### src/rtl/fbp_pkg.sv
// Definitions shared by both ends of the feedback-pulse interface:
// the default window length, the rate width and the pulse FSM state encoding.
package fbp_pkg;

  localparam int unsigned FBP_WINDOW_CYCLES_DEF = 125000000;
  localparam int unsigned FBP_RATE_W            = 16;

  typedef enum logic [1:0] {
    S_IDLE = 2'd0,
    S_LOW  = 2'd1,
    S_HIGH = 2'd2
  } fbp_state_e;

  // Highest rate whose evenly spaced events still leave room for a full high and low phase.
  function automatic int unsigned fbp_rate_max(input int unsigned window,
                                                input int unsigned hi,
                                                input int unsigned lo);
    return window / (hi + lo);
  endfunction

endpackage

### src/rtl/fbpgen_shaper.sv
// Pulse shaper for fbpgen: turns single-cycle spacing events into fixed-width
// high pulses on a registered output.
module fbpgen_shaper
  import fbp_pkg::*;
#(
  parameter int unsigned PULSE_HI = 16
) (
  input  logic clk,
  input  logic rst,
  input  logic event_i,
  input  logic rate_nz_i,
  output logic fbp_o
);

  localparam int unsigned HI_W = (PULSE_HI > 1) ? $clog2(PULSE_HI) : 1;

  fbp_state_e      state_q, state_d;
  logic [HI_W-1:0] hi_cnt_q, hi_cnt_d;
  logic            fbp_q;

  always_ff @(posedge clk) begin
    if (rst) begin
      state_q  <= S_IDLE;
      hi_cnt_q <= '0;
      fbp_q    <= 1'b0;
    end else begin
      state_q  <= state_d;
      hi_cnt_q <= hi_cnt_d;
      fbp_q    <= (state_d == S_HIGH);
    end
  end

  // Events arriving while high are dropped; a pulse always runs its full width.
  always_comb begin
    state_d  = state_q;
    hi_cnt_d = hi_cnt_q;
    case (state_q)
      S_IDLE: begin
        if (rate_nz_i) begin
          if (event_i) begin
            state_d  = S_HIGH;
            hi_cnt_d = '0;
          end else begin
            state_d = S_LOW;
          end
        end
      end
      S_LOW: begin
        if (event_i) begin
          state_d  = S_HIGH;
          hi_cnt_d = '0;
        end else if (!rate_nz_i) begin
          state_d = S_IDLE;
        end
      end
      S_HIGH: begin
        if (hi_cnt_q == HI_W'(PULSE_HI - 1)) begin
          state_d = rate_nz_i ? S_LOW : S_IDLE;
        end else begin
          hi_cnt_d = hi_cnt_q + 1'b1;
        end
      end
      default: state_d = S_IDLE;
    endcase
  end

  always_ff @(posedge clk) begin
    if (!rst) begin
      assert (!(state_q == S_HIGH && event_i));
    end
  end

  assign fbp_o = fbp_q;

endmodule

### src/rtl/fbpgen.sv
// Feedback-pulse generator: N evenly spaced rising edges per counting window.
// Define FBPGEN_STAT_EN to add the per-window edge counter and its edge_cnt_out port.
module fbpgen
  import fbp_pkg::*;
#(
  parameter int unsigned WINDOW_CYCLES = FBP_WINDOW_CYCLES_DEF,
  parameter int unsigned PULSE_HI      = 16,
  parameter int unsigned PULSE_LO      = 16,
  parameter int unsigned RATE_W        = FBP_RATE_W
) (
  input  logic              clk,
  input  logic              rst,
  input  logic              en,
  input  logic [RATE_W-1:0] rate_in,
  input  logic              rate_we,
  output logic              fbp_out,
  output logic              win_tick,
  output logic [RATE_W-1:0] rate_act,
  output logic              rate_sat
`ifdef FBPGEN_STAT_EN
  ,
  output logic [RATE_W-1:0] edge_cnt_out
`endif
);

  localparam int unsigned RATE_MAX = fbp_rate_max(WINDOW_CYCLES, PULSE_HI, PULSE_LO);
  localparam int unsigned WIN_W    = $clog2(WINDOW_CYCLES);
  localparam int unsigned ACC_W    = $clog2(2 * WINDOW_CYCLES);

  logic [WIN_W-1:0]  win_cnt_q, win_cnt_d;
  logic [RATE_W-1:0] shadow_q, shadow_d;
  logic [RATE_W-1:0] rate_act_q, rate_act_d;
  logic              rate_sat_q, rate_sat_d;
  logic [ACC_W-1:0]  acc_q, acc_d, acc_sum;
  logic              tick, dda_event;

  assign tick = (win_cnt_q == WIN_W'(WINDOW_CYCLES - 1));

  // A write on the boundary cycle goes through shadow_d, so it lands in the very next window.
  always_comb begin
    win_cnt_d  = tick ? '0 : win_cnt_q + 1'b1;
    shadow_d   = rate_we ? rate_in : shadow_q;
    rate_act_d = rate_act_q;
    rate_sat_d = rate_sat_q;
    if (tick) begin
      if (en) begin
        rate_sat_d = (32'(shadow_d) > RATE_MAX);
        rate_act_d = rate_sat_d ? RATE_W'(RATE_MAX) : shadow_d;
      end else begin
        rate_sat_d = 1'b0;
        rate_act_d = '0;
      end
    end
    acc_sum   = acc_q + ACC_W'(rate_act_q);
    dda_event = (acc_sum >= ACC_W'(WINDOW_CYCLES));
    acc_d     = dda_event ? acc_sum - ACC_W'(WINDOW_CYCLES) : acc_sum;
  end

  always_ff @(posedge clk) begin
    if (rst) begin
      win_cnt_q  <= '0;
      shadow_q   <= '0;
      rate_act_q <= '0;
      rate_sat_q <= 1'b0;
      acc_q      <= '0;
    end else begin
      win_cnt_q  <= win_cnt_d;
      shadow_q   <= shadow_d;
      rate_act_q <= rate_act_d;
      rate_sat_q <= rate_sat_d;
      acc_q      <= acc_d;
    end
  end

  // The accumulator sums rate*WINDOW over a window, so it must be empty at every boundary.
  always_ff @(posedge clk) begin
    if (!rst && tick) begin
      assert (acc_d == '0);
    end
  end

  fbpgen_shaper #(
    .PULSE_HI (PULSE_HI)
  ) u_shaper (
    .clk       (clk),
    .rst       (rst),
    .event_i   (dda_event),
    .rate_nz_i (|rate_act_q),
    .fbp_o     (fbp_out)
  );

  assign win_tick = tick;
  assign rate_act = rate_act_q;
  assign rate_sat = rate_sat_q;

`ifdef FBPGEN_STAT_EN
  logic              fbp_prev_q;
  logic              rise;
  logic [RATE_W-1:0] edge_acc_q, edge_acc_d;
  logic [RATE_W-1:0] edge_cnt_q, edge_cnt_d;

  // An edge on the boundary cycle is folded in before the latch, so it counts in the closing window.
  always_comb begin
    rise       = fbp_out & ~fbp_prev_q;
    edge_acc_d = edge_acc_q;
    edge_cnt_d = edge_cnt_q;
    if (rise && (edge_acc_q != '1)) begin
      edge_acc_d = edge_acc_q + 1'b1;
    end
    if (tick) begin
      edge_cnt_d = edge_acc_d;
      edge_acc_d = '0;
    end
  end

  always_ff @(posedge clk) begin
    if (rst) begin
      fbp_prev_q <= 1'b0;
      edge_acc_q <= '0;
      edge_cnt_q <= '0;
    end else begin
      fbp_prev_q <= fbp_out;
      edge_acc_q <= edge_acc_d;
      edge_cnt_q <= edge_cnt_d;
    end
  end

  assign edge_cnt_out = edge_cnt_q;
`endif

endmodule

### config.mk
export PLATFORM = sky130hd
export DESIGN_NAME = fbpgen
export DESIGN_NICKNAME = d
export VERILOG_FILES = /design/src/rtl/fbp_pkg.sv /design/src/rtl/fbpgen_shaper.sv /design/src/rtl/fbpgen.sv
export SDC_FILE = /design/constraint.sdc
export NUM_CORES = 1
export LEC_CHECK = 0
export CAP_MARGIN = 0
export CELL_PAD_IN_SITES_DETAIL_PLACEMENT = 2
export CELL_PAD_IN_SITES_GLOBAL_PLACEMENT = 2
export CORE_MARGIN = 2
export CORE_UTILIZATION = 40
export CTS_BUF_LIST = sky130_fd_sc_hd__clkbuf_2 sky130_fd_sc_hd__clkbuf_4 sky130_fd_sc_hd__clkbuf_8
export DETAILED_ROUTE_END_ITERATION = 7
export PLACE_DENSITY = 0.85
export SLEW_MARGIN = 20
export SYNTH_ARGS = -nofsm -noshare
export SYNTH_HDL_FRONTEND = slang
export SYNTH_SLANG_ARGS = --single-unit
### constraint.sdc
create_clock -name clk -period 11.2 [get_ports clk]
set_input_delay 3.36 -clock clk [delete_from_list [all_inputs] [get_ports clk]]
set_output_delay 3.36 -clock clk [all_outputs]
set_load 0.01 [all_outputs]
==> results of run 1 <==
-- path summary, 6_finish.rpt --
check / from / slack (ns) / endpoint
hold reg to reg: win_cnt_q[0] / 0.52 / win_cnt_q[0]
setup / recovery: win_cnt_q[0] / 5.34 / win_tick
hold / removal: win_cnt_q[0] / 0.52 / win_cnt_q[0]
setup reg to reg: rate_act[0] / 6.29 / u_shaper.hi_cnt_q[2]
-- final cells by class --
cell class / count / area, sq um / share of cell area (%)
clock inverter: 7 / 101.3 / 1.675
inverter: 10 / 37.54 / 0.6205
clock buffer: 9 / 123.9 / 2.048
timing repair buffer: 38 / 372.9 / 6.163
tap: 176 / 220.2 / 3.640
sequential: 94 / 1882 / 31.11
multi-input combinational: 501 / 3312 / 54.75
-- per-stage QoR --
| step | instances | utilization, % | power [mW] |
|---|---|---|---|
| finish | 835 | 46.05 | 0.6468 |
| global route | 835 | 46.05 | 0.6687 |
| detailed placement | 819 | 44.33 | 0.3864 |
| global placement | 819 | 44.31 | 0.3827 |
| floorplan | 633 | - | 0.3707 |
| CTS | 835 | 46.05 | 0.6503 |
-- kinds of logic after synthesis --
group	count (synthesis)	share of synthesized area (%)
xor+xnor	52	8.501
compound gates	137	19.27
buf+inv	38	3.223
fa+ha+maj	21	5.044
other cells	1	0.06999
flops	94	35.12
simple gates	270	24.99
mux	20	3.783
-- cell usage after synthesis (all sizes together) (3+ instances only) --
| library cell | number | area [sq um] |
|---|---|---|
| a211oi | 13 | 112.6 |
| a21o | 8 | 60.06 |
| a21oi | 32 | 163.9 |
| a22o | 15 | 131.4 |
| a31oi | 3 | 18.77 |
| and2 | 15 | 93.84 |
| and3 | 12 | 75.07 |
| and4 | 3 | 26.28 |
| buf | 13 | 78.82 |
| clkbuf | 15 | 56.30 |
| dfxtp | 94 | 1882 |
| ha | 20 | 250.2 |
| inv | 10 | 37.54 |
| mux2i | 18 | 180.2 |
| nand2 | 48 | 180.2 |
| nand2b | 4 | 25.02 |
| nand3 | 22 | 110.1 |
| nand3b | 3 | 22.52 |
| nand4 | 17 | 106.4 |
| nor2 | 82 | 307.8 |
| nor2b | 4 | 25.02 |
| nor3 | 25 | 125.1 |
| nor3b | 4 | 30.03 |
| nor4 | 13 | 81.33 |
| o211ai | 4 | 30.03 |
| o21a | 10 | 75.07 |
| o21ai | 20 | 115.1 |
| o22ai | 3 | 25.02 |
| or2 | 3 | 18.77 |
| or3 | 9 | 56.30 |
| xnor2 | 20 | 175.2 |
| xor2 | 32 | 280.3 |
-- sequential cells by signal (all words and copies together) (netlist names) --
name	cells
rate_act	16
u_shaper.fbp_o	1
u_shaper.hi_cnt_q	4
acc_q	28
win_cnt_q	27
u_shaper.state_q	2
shadow_q	16
-- power by group --
group,leakage [nW],internal (mW),switching [mW]
logic,1.44,0.0152,0.0222
registers,0.761,0.339,0.00261
clock network,0.112,0.129,0.139
total,2.31,0.483,0.164
-- routing by layer --
metal  vias up  part of all wire [%]
met5         -                     0
met2        72                    50
met4         0                   2.8
met1      2471                    45
met3        32                   2.5
li1       2344                     -
==> impl_metrics.toml, run 1 <==
[floorplanning]
fp-row-count = 42
io_pins = 39
initial_core_util_pct = 40.78
die_x_um = 119.7
fp.dieH_um = 119.7
die_area_sq_mm = 0.01434
coreArea_sq_mm = 0.01314

[worst_setup_path]
path_cells = "ha_1 -> and3_1 -> nand3_1 -> nor3_1 -> clkdlybuf4s50_1"
cp_num_buf_inv = 1
slowest_stage = "clkdlybuf4s50_1"
critical_path_class = "flop to output pin"
cp.depth = 5
cp-start-kind = "flop"
worst_ep_required_time_ns = 7.84
reg2reg_depth = 16
slowest_delay_ns = 0.61
crit_arrival_ns = 2.50
critPathCaptureType = "output pin"
cpLargestDelayFamily = "simple AND/OR/NAND/NOR gates"
critPathMaxFanout = 6

[routing]
dr.pass1.iters = 6
dr.first_iter.drc_count = 270
drc = 0
wl_per_cell_um = 21.40
wl_um = 17870
ant_nets = 0
num_vias = 4919
vias_per_cell = 5.891

[timing]
whs_ns = 0.5244
finalHoldViolCount = 0
tightestPinTransition_ns = 0.9948
layout_setup_ws_ns = 5.340
rsz0062_at_grt = "false"
slew_violations = 0
finalSetupTns_ns = 0
fin_skew_ns = 0.01422
fmax_ghz = 0.1706
relSlewSlack_pct = 33.68
period_share_pct = 52.32
report.final.setup_viol = 0
period_needed_ns = 5.860

[grt]
grt_antenna_before_repair = 0
grt-ovfl-total = 0
met1_usage_pct = 32.26
grt_start_max_net_pins = 50
grt_pass1_vias = 5473
track_usage_pct = 26.03
gr-usage-met3_pct = 3.422
grt_pass1_wl_um = 29480
grt_use_met2_pct = 45.57
busiest_layer = "met2"

[worst_hold_path]
hp-class = "flop to flop"
hold-path-cell-count = 1

[logic_synthesis]
synth_ff_type = "dfxtp_1"
synthArstFlopShare_pct = 0
synthCells = 633
syn_nets = 674
synth_cell_types = 71
yosys_warnings = 0
yosys_register_bits = 94
yosysSeqAreaShare_pct = 35.12
netlist_area_sq_mm = 0.005358
syn_avg_cell_area_sq_um = 8.464
synth_edf_count = 0

[place]
gp_congestion = 0.8201
place_area_sq_mm = 0.005824
post-dp-hpwl_um = 13170
place_ws_ns = 5.769
io_buffers = 37

[power]
p_per_area_mw_per_mm2 = 106.9
ir_drop_mv = 0.05524
p_leak_nw = 2.309

[clocking]
cts_resized = 0
ctsHoldBuffers = 0
cts_root_buffer = "clkbuf_8"
post_cts_buffers = 0
clk_latency_ns = 0.39
cts-buffers-inserted = 9
clockBufferDepth = 2
clk_pin_slew_worst_paths_ns = 0.09
cts.sink_count = 94
htree_levels = 3
tritoncts = "built"

[cells_and_area]
fillers = 1456
areaGrowthSynthToFinish_pct = 12.91
drive_gt1_share_pct = 5.615
mostFrequentLayoutCells = "94 x dfxtp_1, 81 x nor2_1, 48 x nand2_1"
final_net_count = 695
final_area_sq_mm = 0.006050
final_common_cell = "dfxtp_1"
diodes = 0

[job]
maxCapViolations = 0

[run_status]
status = "finished, final reports clean"
(Power assumes the default switching activity.)
==> run 2: changes to the inputs <==
--- a/config.mk
+++ b/config.mk
@@ -9,10 +9,10 @@
 export CELL_PAD_IN_SITES_DETAIL_PLACEMENT = 2
 export CELL_PAD_IN_SITES_GLOBAL_PLACEMENT = 2
 export CORE_MARGIN = 2
-export CORE_UTILIZATION = 40
+export CORE_UTILIZATION = 37
 export CTS_BUF_LIST = sky130_fd_sc_hd__clkbuf_2 sky130_fd_sc_hd__clkbuf_4 sky130_fd_sc_hd__clkbuf_8
 export DETAILED_ROUTE_END_ITERATION = 7
-export PLACE_DENSITY = 0.85
+export PLACE_DENSITY = 0.8
 export SLEW_MARGIN = 20
 export SYNTH_ARGS = -nofsm -noshare
 export SYNTH_HDL_FRONTEND = slang
==> constraint.sdc (replaced) <==
create_clock -name clk -period 5.7 [get_ports clk]
set_input_delay 1.71 -clock clk [delete_from_list [all_inputs] [get_ports clk]]
set_output_delay 1.71 -clock clk [all_outputs]
set_load 0.01 [all_outputs]
==> run 2 against run 1 <==
Sequential power is 96% higher. Power grew 88%. Register-to-register slack got worse by 5.0 ns. Non-clock buffer count grew 1. Sequential share of layout area is 0.064 points higher. Cell area is 0.21% lower.
==> impl_metrics.toml, run 2 (synthesis results as in run 1) <==
[cells_and_area]
mostFrequentLayoutCells = "94 x dfxtp_1, 81 x nor2_1, 48 x nand2_1"
final_net_count = 696
diodes = 0
reg_top3 = "acc_q x28, win_cnt_q x27"
areaGrowthSynthToFinish_pct = 12.68
largest_reg_flops = 28
drive_gt1_share_pct = 5.758
final_common_cell = "dfxtp_1"
fillers = 1568
largest_register = "acc_q"
multiInputGateArea_sq_mm = 0.003312
regArea_sq_mm = 0.001882

[timing]
finalHoldViolCount = 0
finalSetupTns_ns = 0
fin_skew_ns = 0.02264
relSlewSlack_pct = 33.42
fmax_ghz = 0.2257
rsz0062_at_grt = "false"
tightestPinTransition_ns = 0.9956
slew_violations = 0
report.final.setup_viol = 0
period_needed_ns = 4.431
period_share_pct = 77.74

[power]
ir_drop_mv = 0.1175
power_mw = 1.219
p_leak_nw = 2.301
p_per_area_mw_per_mm2 = 201.9

[job]
maxCapViolations = 0

[worst_hold_path]
hp-class = "flop to flop"
hold-path-cell-count = 1

[clocking]
ctsHoldBuffers = 0
cts_root_buffer = "clkbuf_8"
clockBufferDepth = 2
post_cts_buffers = 0
clk_latency_ns = 0.40
htree_levels = 3
cts-buffers-inserted = 9
cts.sink_count = 94
clk_pin_slew_worst_paths_ns = 0.10
cts_resized = 0
tritoncts = "built"

[routing]
num_vias = 4838
wl_per_cell_um = 19.89
drc = 0
dr.first_iter.drc_count = 188
vias_per_cell = 5.760
ant_nets = 0
dr.pass1.iters = 4
wl_um = 16710

[floorplanning]
io_pins = 39
coreArea_sq_mm = 0.01399
initial_core_util_pct = 38.30
fp-row-count = 43
die_area_sq_mm = 0.01546
fp.dieH_um = 124.3
die_x_um = 124.3

[worst_setup_path]
reg2reg_depth = 16
worst_ep_required_time_ns = 5.99
critical_path_class = "flop to flop"
crit_arrival_ns = 4.72
critPathMaxFanout = 19
critPathCaptureType = "flop"
cp-start-kind = "flop"

[run_status]
status = "finished, final reports clean"

[grt]
grt_pass1_wl_um = 28030
grt_start_max_net_pins = 50
grt_pass1_vias = 5243
track_usage_pct = 22.13
grt-ovfl-total = 0
grt_antenna_before_repair = 0

[place]
io_buffers = 37
post-dp-hpwl_um = 12600
gp_congestion = 0.8386
-- run 2: cell types whose count changed in the layout (fill, tap and decap cells not counted) --
cell | previous run | this run
clkbuf_4 | 0 | 1
inv_8 | 1 | 0
o311ai_0 | 0 | 1
clkinv_4 | 0 | 1
buf_4 | 1 | 2
o311ai_1 | 1 | 0
bufinv_16 | 2 | 1
-- run 2: power by group --
group          internal [mW]  switching (mW)
registers              0.666         0.00481
clock network          0.211           0.266
logic                 0.0299          0.0404
-- run 2: worst max-delay path, cell delays in order, from the launching register on --
cell	delay (ns)
dfxtp_1	0.40
ha_1	0.22
inv_1	0.07
fa_1	0.38
nand2b_1	0.23
a21boi_4	0.22
o21ai_0	0.15
and2_1	0.21
inv_1	0.09
ha_1	0.21
o41ai_1	0.10
a211oi_1	0.36
o211ai_1	0.15
a211oi_2	0.49
or2_1	0.55
nor3_1	0.20
nor4_1	0.28
-- run 2: stage by stage --
| step | area [sq um] | util [%] | hold WS (ns) | setup WS, ns | cells |
|---|---|---|---|---|---|
| 2_1_floorplan | 5358 | - | 0.4297 | 1.849 | 633 |
| 3_3_place_gp | 5834 | 41.71 | 0.4410 | 1.475 | 824 |
| 3_5_place_dp | 5837 | 41.73 | 0.4572 | 1.295 | 824 |
| 4_1_cts | 6037 | 43.16 | 0.4811 | 1.216 | 840 |
| 5_1_grt | 6037 | 43.16 | 0.5206 | 0.7901 | 840 |
| 6_report | 6037 | 43.16 | 0.4749 | 1.269 | 840 |
-- run 2: worst paths after layout --
kind	slack (ns)	start	to
worst max register to register	1.27	rate_act[0]	u_shaper.hi_cnt_q[2]
worst min-delay path	0.47	win_cnt_q[0]	win_cnt_q[0]
worst min register to register	0.47	win_cnt_q[0]	win_cnt_q[0]
worst max-delay path	1.27	rate_act[0]	u_shaper.hi_cnt_q[2]
-- run 2: metal layers --
metal | vias up | part of all wire [%] | global-route usage [%]
met5 | - | 0 | 0
met4 | 0 | 1.6 | 7.072
met3 | 13 | 2.3 | 2.706
met2 | 64 | 49 | 38.44
met1 | 2428 | 47 | 28.56
li1 | 2333 | - | -
-- run 2: area by class of cell --
class,instances,share of cell area [%]
well taps,180,3.731
repair buffers,39,6.301
clock buffers,10,2.176
flip-flops and latches,94,31.17
clock inverters,6,1.140
inverters,10,0.6218
multi-input cells,501,54.86
